<file path="src/rtl/spi_target.sv">
// SPI mode-0 target with one-byte transmit/receive holding registers.
// All pin inputs are oversampled and edge-detected in the clk domain.
module spi_target #(
  parameter int SYNC_STAGES = 2
) (
  input  logic       clk,
  input  logic       reset,
  input  logic       SCLK,
  input  logic       SD_CS,
  input  logic       MOSI,
  output logic       MISO,
  output logic       MISO_OE,
  input  logic [7:0] tx_data,
  input  logic       tx_load,
  output logic       tx_empty,
  output logic [7:0] rx_data,
  output logic       rx_full,
  input  logic       rx_read,
  output logic       busy,
  output logic       overrun,
  output logic       underrun,
  input  logic       clr_err
);

  typedef enum logic {IDLE = 1'b0, SELECTED = 1'b1} state_t;

  state_t                 state_r;
  logic [SYNC_STAGES-1:0] sclk_sync_r;
  logic [SYNC_STAGES-1:0] cs_sync_r;
  logic [SYNC_STAGES-1:0] mosi_sync_r;
  logic                   sclk_prev_r;
  logic                   cs_prev_r;
  logic                   warm_r;
  logic                   armed_r;
  logic [2:0]             cnt_r;
  logic [7:0]             rx_shift_r;
  logic [7:0]             tx_shift_r;
  logic [7:0]             hold_r;
  logic [7:0]             rx_data_r;
  logic                   tx_empty_r;
  logic                   rx_full_r;
  logic                   miso_r;
  logic                   oe_r;
  logic                   busy_r;
  logic                   overrun_r;
  logic                   underrun_r;

  logic       sclk_s;
  logic       cs_s;
  logic       mosi_s;
  logic       sclk_rise_s;
  logic       sclk_fall_s;
  logic       cs_fall_s;
  logic       cs_rise_s;
  logic [7:0] next_byte_s;
  logic [7:0] rx_byte_s;

  // Byte handed to the shift register at a byte start: held data, or idle fill.
  function automatic logic [7:0] next_tx_byte(input logic empty, input logic [7:0] hold);
    if (empty) begin
      next_tx_byte = 8'hFF;
    end else begin
      next_tx_byte = hold;
    end
  endfunction

  assign sclk_s      = sclk_sync_r[SYNC_STAGES-1];
  assign cs_s        = cs_sync_r[SYNC_STAGES-1];
  assign mosi_s      = mosi_sync_r[SYNC_STAGES-1];
  assign sclk_rise_s = sclk_s & ~sclk_prev_r;
  assign sclk_fall_s = ~sclk_s & sclk_prev_r;
  // A select only counts once CS has been seen high since reset.
  assign cs_fall_s   = armed_r & cs_prev_r & ~cs_s;
  assign cs_rise_s   = cs_s & ~cs_prev_r;
  assign next_byte_s = next_tx_byte(tx_empty_r, hold_r);
  assign rx_byte_s   = {rx_shift_r[6:0], mosi_s};

  // Pin synchronizers, edge-history flops and the select arming flag.
  always_ff @(posedge clk or posedge reset) begin
    if (reset) begin
      sclk_sync_r <= {SYNC_STAGES{1'b0}};
      cs_sync_r   <= {SYNC_STAGES{1'b1}};
      mosi_sync_r <= {SYNC_STAGES{1'b0}};
      sclk_prev_r <= 1'b0;
      cs_prev_r   <= 1'b1;
      warm_r      <= 1'b0;
      armed_r     <= 1'b0;
    end else begin
      sclk_sync_r <= {sclk_sync_r[SYNC_STAGES-2:0], SCLK};
      cs_sync_r   <= {cs_sync_r[SYNC_STAGES-2:0], SD_CS};
      mosi_sync_r <= {mosi_sync_r[SYNC_STAGES-2:0], MOSI};
      sclk_prev_r <= sclk_s;
      cs_prev_r   <= cs_s;
      warm_r      <= 1'b1;
      armed_r     <= armed_r | (warm_r & cs_sync_r[0]);
    end
  end

  // Transfer FSM, holding registers, handshakes and sticky error flags.
  always_ff @(posedge clk or posedge reset) begin
    if (reset) begin
      state_r    <= IDLE;
      cnt_r      <= 3'd0;
      rx_shift_r <= 8'hFF;
      tx_shift_r <= 8'hFF;
      hold_r     <= 8'h00;
      rx_data_r  <= 8'h00;
      tx_empty_r <= 1'b1;
      rx_full_r  <= 1'b0;
      miso_r     <= 1'b1;
      oe_r       <= 1'b0;
      busy_r     <= 1'b0;
      overrun_r  <= 1'b0;
      underrun_r <= 1'b0;
    end else begin
      // Strobes first; byte-start and error events below take priority.
      if (tx_load && tx_empty_r) begin
        hold_r     <= tx_data;
        tx_empty_r <= 1'b0;
      end
      if (rx_read) begin
        rx_full_r <= 1'b0;
      end
      if (clr_err) begin
        overrun_r  <= 1'b0;
        underrun_r <= 1'b0;
      end
      case (state_r)
        IDLE: begin
          cnt_r  <= 3'd0;
          busy_r <= 1'b0;
          if (cs_fall_s) begin
            state_r    <= SELECTED;
            oe_r       <= 1'b1;
            tx_shift_r <= next_byte_s;
            miso_r     <= next_byte_s[7];
            if (tx_empty_r) begin
              underrun_r <= 1'b1;
            end else begin
              tx_empty_r <= 1'b1;
            end
          end else begin
            oe_r   <= 1'b0;
            miso_r <= 1'b1;
          end
        end
        SELECTED: begin
          if (cs_rise_s) begin
            state_r <= IDLE;
            cnt_r   <= 3'd0;
            busy_r  <= 1'b0;
            miso_r  <= 1'b1;
            oe_r    <= 1'b0;
          end else if (sclk_rise_s) begin
            rx_shift_r <= rx_byte_s;
            cnt_r      <= cnt_r + 3'd1;
            busy_r     <= (cnt_r != 3'd7);
            if (cnt_r == 3'd7) begin
              rx_data_r  <= rx_byte_s;
              rx_full_r  <= 1'b1;
              tx_shift_r <= next_byte_s;
              if (rx_full_r && !rx_read) begin
                overrun_r <= 1'b1;
              end
              if (tx_empty_r) begin
                underrun_r <= 1'b1;
              end else begin
                tx_empty_r <= 1'b1;
              end
            end
          end else if (sclk_fall_s) begin
            if (cnt_r != 3'd0) begin
              tx_shift_r <= {tx_shift_r[6:0], 1'b1};
              miso_r     <= tx_shift_r[6];
            end else begin
              miso_r <= tx_shift_r[7];
            end
          end else begin
            busy_r <= (cnt_r != 3'd0);
          end
        end
        default: begin
          state_r <= IDLE;
          cnt_r   <= 3'd0;
          busy_r  <= 1'b0;
          miso_r  <= 1'b1;
          oe_r    <= 1'b0;
        end
      endcase
    end
  end

  assign MISO     = miso_r;
  assign MISO_OE  = oe_r;
  assign tx_empty = tx_empty_r;
  assign rx_data  = rx_data_r;
  assign rx_full  = rx_full_r;
  assign busy     = busy_r;
  assign overrun  = overrun_r;
  assign underrun = underrun_r;

endmodule

</file>
<file path="config.mk">
export PLATFORM = sky130hd
export DESIGN_NAME = spi_target
export DESIGN_NICKNAME = d
export VERILOG_FILES = /design/src/rtl/spi_target.sv
export SDC_FILE = /design/constraint.sdc
export NUM_CORES = 1
export LEC_CHECK = 0
export BUFFER_PORTS_ARGS = -buffer_cell sky130_fd_sc_hd__buf_4
export CORE_MARGIN = 2
export CORE_UTILIZATION = 50
export CTS_CLUSTER_DIAMETER = 40
export CTS_CLUSTER_SIZE = 10
export DETAILED_ROUTE_END_ITERATION = 10
export GPL_TIMING_DRIVEN = 0
export PLACE_DENSITY_LB_ADDON = 0.05
export SYNTH_ARGS = -nofsm -noshare
export SYNTH_HDL_FRONTEND = slang
export SYNTH_SLANG_ARGS = --single-unit
</file>
<file path="constraint.sdc">
create_clock -name clk -period 1.6 [get_ports clk]
set_input_delay 0.16 -clock clk [delete_from_list [all_inputs] [get_ports clk]]
set_output_delay 0.16 -clock clk [all_outputs]
set_load 0.02 [all_outputs]
</file>
==> flow_metrics.env, run 1 <==
export IMPL_cp_depth=6
export IMPL_comb_power_share=0.205
export IMPL_min_to="underrun$_DFF_PP0_"
export IMPL_cp_arrival_ns=1.78
export IMPL_path_cells="ha_4, ha_4, inv_1, o221ai_2, nand2_4, mux2_2"
export IMPL_syn_area_um2=2200
export IMPL_pre_cts_ws_ns=-0.139
export IMPL_rsz0062_at_grt="no"
export IMPL_clkPwrFrac=0.257
export IMPL_slew_headroom=0.656
export IMPL_grt_use_total=0.172
export IMPL_drtIter0Drc=80
export IMPL_clkLatencyLatePin_ns=0.30
export IMPL_worst_slew_pin_slew_ns=0.512
export IMPL_pwr_share_seq=0.538
export IMPL_avgSynthCellArea_um2=13.3
export IMPL_antenna_found_initial=0
export IMPL_core_area_um2=4290
export IMPL_cts_buffer_depth=2
export IMPL_cp_num_buf_inv=1
export IMPL_syn_to_final_growth_pct=24.9
export IMPL_max_stage_delay_ns=0.43
export IMPL_num_nets_final=230
export IMPL_setup_viol_count_final=0
export IMPL_port_buffers=30
export IMPL_endpoint_kind="flop"
export IMPL_hp_class="in2reg"
export IMPL_p_sw_mw=0.951
export IMPL_cts_tree="built"
export IMPL_wire_per_inst_um=14.1
export IMPL_synth_seq_cells=52
export IMPL_cp_data_required_time_ns=1.84
export IMPL_setup_tns_ns=0
export IMPL_p_leak_nw=1.30
export IMPL_peakVddDrop_mv=1.03
export IMPL_routed_wl_um=3720
export IMPL_yosysWarnings=0
export IMPL_drv_slew=0
export IMPL_hold_violations=0
export IMPL_path_clk_slew_ns=0.09
export IMPL_synth_cell_type_count=32
export IMPL_min_period_ns=1.54
export IMPL_cts_root_buf="clkbuf_8"
export IMPL_grt_max_degree=46
export IMPL_syn_num_nets=186
export IMPL_cp_slowest_cell="dfrtp_1"
export IMPL_die_w_um=70.3
export IMPL_fin_crit_sh=0.964
export IMPL_grt_pass1_wl_um=6610
export IMPL_place_gp_congestion=0.725
export IMPL_p_int_mw=2.77
export IMPL_cp_start_kind="flop"
export IMPL_route_detailed_drc=0
export IMPL_die_h_um=70.3
export IMPL_via_per_inst=5.14
export IMPL_postSynthCellCount=166
export IMPL_drive_above_1_share=0.521
export IMPL_worst_setup_path_type="reg2reg"
export IMPL_grt_overflow=0
export IMPL_swShare=0.255
export IMPL_pin_count=31
export IMPL_critPathLaunch="cnt_r[1]$_DFFE_PP0P_"
export IMPL_fin_skew_ns=0.00838
export IMPL_postLayoutCoreUtil=0.640
export IMPL_cpMostUsedCell="ha_4"
export IMPL_cts_inserted_buffers=5
export IMPL_dp_hpwl_um=2650
export IMPL_min_from="clr_err"
export IMPL_reg2reg_slack_ns=0.06
export IMPL_cts_sinks=52
export IMPL_cap_violations=0
export IMPL_cts_htree_levels=2
export IMPL_diodes=0
export IMPL_cp_max_fo=7
export IMPL_vias=1353
export IMPL_powerDensity_nw_per_um2=1350
export IMPL_grt_pass1_vias=1394
export IMPL_drt_pass1_iterations=5
export IMPL_fp_row_count=24
export IMPL_status="finished clean"
export IMPL_initial_core_util=0.513
export IMPL_r2r_cells=6
export IMPL_r2r_start="cnt_r[1]$_DFFE_PP0P_"
export IMPL_drtAntennaViolNets=0
export IMPL_min_path_cells=2
export IMPL_synth_seq_area_share=0.603
export IMPL_crit_family="flip-flops"
export IMPL_dieArea_um2=4950
export IMPL_worst_slack_ns=0.0582
export IMPL_fmax_mhz=649
export IMPL_r2r_end="tx_shift_r[5]$_DFFE_PP1P_"
-- sequential cells by signal, indices dropped and copies added (netlist names), 2 cells and up --
name / flops
mosi_sync_r: 2
rx_shift_r: 7
rx_data: 8
hold_r: 8
cnt_r: 3
tx_shift_r: 8
cs_sync_r: 2
sclk_sync_r: 2
-- cell families (layout without fill, tap and decap cells) --
group / count (synthesis) / count (layout) / share of synthesized area
adders and majority gates: 4 / 4 / 0.0227
buffers and inverters: 12 / 57 / 0.0233
AOI/OAI and AO/OA: 21 / 21 / 0.0597
xor gates and xnor gates: 1 / 1 / 0.00398
and+or+nand+nor: 40 / 40 / 0.0955
DFF: 52 / 52 / 0.603
muxes: 35 / 35 / 0.190
other: 1 / 1 / 0.00170
-- layer usage --
| layer | vias up | share of wire | GRT usage |
|---|---|---|---|
| met4 | 0 | 0.017 | 0.0577 |
| met3 | 5 | 0.052 | 0.0563 |
| met1 | 659 | 0.44 | 0.227 |
| met5 | - | 0 | 0 |
| met2 | 34 | 0.49 | 0.267 |
| li1 | 655 | - | - |
-- power by group through the flow --
stage	logic [mW]	clock network [mW]	registers [mW]
after global placement	0.754	0	1.97
after CTS	0.802	0.990	1.97
after floorplan	0.571	0	1.96
final	0.763	0.956	2.00
after global routing	0.853	1.05	2.07
after detailed placement	0.787	0	1.99
-- stage by stage --
step	cell area, µm²	hold WS [ns]	std cells	total power, mW
after floorplan	2200	0.164	166	2.54
after global placement	2490	0.269	248	2.73
after detailed placement	2510	0.0876	249	2.78
after CTS	2700	0.0323	262	3.76
after global routing	2750	0.0318	263	3.97
final	2750	0.0420	263	3.72
-- synth_stat cells (all sizes together) --
| library cell | n | area share |
|---|---|---|
| clkbuf | 2 | 0.0034 |
| nor3b | 1 | 0.0057 |
| a21oi | 4 | 0.0091 |
| conb | 1 | 0.0017 |
| ha | 4 | 0.023 |
| dfrtp | 32 | 0.36 |
| inv | 7 | 0.012 |
| xnor2 | 1 | 0.0040 |
| o21ai | 9 | 0.020 |
| buf | 3 | 0.0080 |
| nor3 | 2 | 0.0045 |
| nand2b | 5 | 0.018 |
| a32o | 1 | 0.0045 |
| o22ai | 2 | 0.0057 |
| mux2i | 4 | 0.018 |
| nand2 | 8 | 0.018 |
| nor2b | 3 | 0.0085 |
| o221ai | 1 | 0.0068 |
| nand3 | 7 | 0.016 |
| a21o | 2 | 0.0068 |
| dfstp | 20 | 0.24 |
| nor2 | 13 | 0.022 |
| a21boi | 1 | 0.0034 |
| a31oi | 1 | 0.0028 |
| and2 | 1 | 0.0028 |
| mux2 | 31 | 0.17 |
-- repair_timing --
item,in CTS,in global routing
resized for setup,4,8
hold endpoints to repair,10,0
gates cloned,0,0
hold buffers,4,0
setup endpoints to repair,15,15
pin swaps,1,1
setup buffers,1,3
-- placed cells by master, fill, tap and decap left out, drive strengths merged --
| cell | Yosys | routed |
|---|---|---|
| nor3b | 1 | 1 |
| a31oi | 1 | 1 |
| a32o | 1 | 1 |
| o221ai | 1 | 1 |
| mux2 | 31 | 31 |
| nor2 | 13 | 13 |
| nor2b | 3 | 3 |
| o22ai | 2 | 2 |
| dlygate4sd3 | 0 | 4 |
| nor3 | 2 | 2 |
| nand2b | 5 | 5 |
| o21ai | 9 | 9 |
| nand2 | 8 | 8 |
| a21boi | 1 | 1 |
| ha | 4 | 4 |
| inv | 7 | 7 |
| a21o | 2 | 2 |
| a21oi | 4 | 4 |
| dfrtp | 32 | 32 |
| dfstp | 20 | 20 |
| and2 | 1 | 1 |
| clkbuf | 2 | 7 |
| nand3 | 7 | 7 |
| mux2i | 4 | 4 |
| buf | 3 | 38 |
| conb | 1 | 1 |
| bufinv | 0 | 1 |
| xnor2 | 1 | 1 |
-- area by class of cell --
type	count	area [µm²]
buffer	3	21.3
clock buffer	7	96.3
clock inverter	1	30.0
fill	342	1550
inverter	7	26.3
multi-input combinational	102	868
sequential	52	1330
tap	52	65.1
timing repair buffer	39	315
-- how the worst max path moves through the flow --
| stage | endpoint |
|---|---|
| after floorplan | tx_shift_r[1]$_DFFE_PP1P_ |
| after global placement | hold_r[2]$_DFFE_PP0P_ |
| after detailed placement | tx_shift_r[5]$_DFFE_PP1P_ |
| after CTS | rx_data[7]$_DFFE_PP0P_ |
| after global routing | tx_shift_r[2]$_DFFE_PP1P_ |
| final | tx_shift_r[5]$_DFFE_PP1P_ |
Note: power is estimated with default switching activity, not from simulation.
==> inputs of run 2 (changes only) <==
--- a/config.mk
+++ b/config.mk
@@ -6,6 +6,7 @@
 export NUM_CORES = 1
 export LEC_CHECK = 0
 export BUFFER_PORTS_ARGS = -buffer_cell sky130_fd_sc_hd__buf_4
+export CORE_ASPECT_RATIO = 0.75
 export CORE_MARGIN = 2
 export CORE_UTILIZATION = 50
 export CTS_CLUSTER_DIAMETER = 40
==> run 2 against run 1 <==
  * Worst hold slack gained 0.0018 ns
  * Wire length grew 8.1%
  * Non-clock buffer count grew 3
  * Critical path depth is the same
  * Cell area grew 2.4%
  * First-iteration DRC count shrank 43%
  * Clock skew shrank 0.0014 ns
  * Sequential cell count is the same
  * Via count grew 1.6%
  * Register-to-register slack is essentially flat
  * Final cell count grew 2.3%
  * Clock-buffer cell count shrank 1
  * Critical path type unchanged
  * Largest power group unchanged
  * Highest routed layer unchanged
==> flow_metrics.env, run 2 (same netlist as run 1, synthesis figures left out) <==
export IMPL_cts_root_buf="clkbuf_8"
export IMPL_clkPwrFrac=0.204
export IMPL_drive_above_1_share=0.533
export IMPL_drt_pass1_iterations=4
export IMPL_path_clk_slew_ns=0.09
export IMPL_route_detailed_drc=0
export IMPL_pin_count=31
export IMPL_cts_tree="built"
export IMPL_cp_data_required_time_ns=1.84
export IMPL_min_period_ns=1.55
export IMPL_fmax_mhz=646
export IMPL_port_buffers=30
export IMPL_vias=1375
export IMPL_cp_arrival_ns=1.79
export IMPL_hold_violations=0
export IMPL_layout_common_cells="35 x buf_4, 32 x dfrtp_1, 20 x dfstp_2, 19 x mux2_2, 13 x nor2_1"
export IMPL_wire_per_inst_um=14.9
export IMPL_postLayoutCoreUtil=0.682
export IMPL_design_area_um2=2810
export IMPL_drtIter0Drc=46
export IMPL_core_area_um2=4130
export IMPL_die_h_um=61.5
export IMPL_slew_headroom=0.612
export IMPL_grt_pass1_vias=1407
export IMPL_pwr_share_seq=0.564
export IMPL_fin_crit_sh=0.967
export IMPL_worst_setup_path_type="reg2reg"
export IMPL_num_nets_final=233
export IMPL_cp_start_kind="flop"
export IMPL_grt_use_total=0.178
export IMPL_endpoint_kind="flop"
export IMPL_hp_class="in2reg"
export IMPL_comb_power_share=0.232
export IMPL_layout_commonest_cell="buf_4"
export IMPL_peakVddDrop_mv=0.832
export IMPL_status="finished clean"
export IMPL_grt_overflow=0
export IMPL_diodes=0
export IMPL_cts_htree_levels=2
export IMPL_p_int_mw=2.58
export IMPL_place_gp_congestion=0.752
export IMPL_setup_viol_count_final=0
export IMPL_syn_to_final_growth_pct=27.9
export IMPL_dp_hpwl_um=2740
export IMPL_cap_violations=0
export IMPL_via_per_inst=5.11
export IMPL_initial_core_util=0.533
export IMPL_cts_sinks=52
export IMPL_cp_max_fo=7
export IMPL_cts_buffer_depth=2
export IMPL_p_sw_mw=1.01
export IMPL_dieArea_um2=4950
export IMPL_die_w_um=80.6
export IMPL_antenna_found_initial=0
export IMPL_cts_inserted_buffers=5
export IMPL_routed_wl_um=4020
export IMPL_place_area_um2=2520
export IMPL_rsz0062_at_grt="yes"
export IMPL_grt_pass1_wl_um=6450
export IMPL_min_from="clr_err"
export IMPL_grt_max_degree=28
export IMPL_fill_cells=311
export IMPL_drtAntennaViolNets=0
export IMPL_critPathLaunch="cnt_r[0]$_DFFE_PP0P_"
export IMPL_fp_row_count=20
export IMPL_clkLatencyLatePin_ns=0.30
export IMPL_swShare=0.282
export IMPL_p_leak_nw=1.32
export IMPL_r2r_start="cnt_r[0]$_DFFE_PP0P_"
export IMPL_fin_skew_ns=0.00699
export IMPL_drv_slew=0
export IMPL_powerDensity_nw_per_um2=1270
export IMPL_worst_slew_pin_slew_ns=0.581
-- run 2: cell types whose count changed in the layout (fill, tap and decap cells not counted), sizes merged --
| cell | previous run | this run |
|---|---|---|
| buf | 38 | 41 |
| clkinv | 0 | 1 |
| clkbuf | 7 | 6 |
| bufinv | 1 | 0 |
| inv | 7 | 8 |
-- run 2: area by class of cell --
class | instances | area (µm²) | area share
Buffer | 3 | 21.3 | 0.00756
Inverter | 7 | 26.3 | 0.00934
Tap cell | 55 | 68.8 | 0.0245
Multi-Input combinational cell | 102 | 915 | 0.325
Clock inverter | 2 | 13.8 | 0.00489
Sequential cell | 52 | 1330 | 0.471
Timing Repair Buffer | 42 | 370 | 0.132
Clock buffer | 6 | 72.6 | 0.0258
-- run 2: final timing paths --
path                                                  end  slack, ns  cells after the start
worst min-delay path                   underrun$_DFF_PP0_       0.04                      2
worst max register to register  tx_shift_r[2]$_DFFE_PP1P_       0.05                      6
max in group asynchronous       tx_shift_r[6]$_DFFE_PP1P_       0.52                      4
min in group asynchronous        mosi_sync_r[0]$_DFF_PP0_       0.47                      3
worst min register to register   mosi_sync_r[1]$_DFF_PP0_       0.36                      0
worst max-delay path            tx_shift_r[2]$_DFFE_PP1P_       0.05                      6
-- run 2: metal layers --
layer / GRT usage / routed length, µm
met2: 0.277 / 1840
met3: 0.0440 / 153
met1: 0.245 / 1960
met4: 0.0726 / 63
met5: 0 / 0
-- run 2: what timing repair did --
item,CTS,global route
resized for setup,5,16
buffers inserted,1,6
pin swaps,1,3
cloned,0,0
setup endpoints to repair,15,17
hold buffers,4,0
endpoints found under the hold margin,21,0
-- run 2: power by group through the flow --
stage | sequential, mW | combinational [mW] | clock, mW
3_5_place_dp | 2.00 | 0.793 | 0
2_1_floorplan | 1.96 | 0.571 | 0
6_report | 2.02 | 0.833 | 0.730
4_1_cts | 1.98 | 0.812 | 0.752
3_3_place_gp | 1.98 | 0.757 | 0
5_1_grt | 2.08 | 0.921 | 0.817
-- run 2: critical path: stages (launching register included) --
cell      delay [ns]
dfrtp_1         0.43
inv_2           0.09
ha_2            0.18
nor2b_4         0.17
o221ai_4        0.13
nand2_4         0.15
mux2_2          0.35
-- run 2: through the flow --
stage                     power (mW)  TNS [ns]  std cells  hold slack (ns)  setup slack, ns
final                           3.59         0        269           0.0438           0.0527
after global routing            3.82   -0.0204        269           0.0380         -0.00610
after CTS                       3.54    -0.163        265           0.0312          -0.0245
after detailed placement        2.80     -1.38        252            0.268           -0.136
after global placement          2.73    -11.84        251            0.269           -0.341
after floorplan                 2.54         0        166            0.164           0.0396
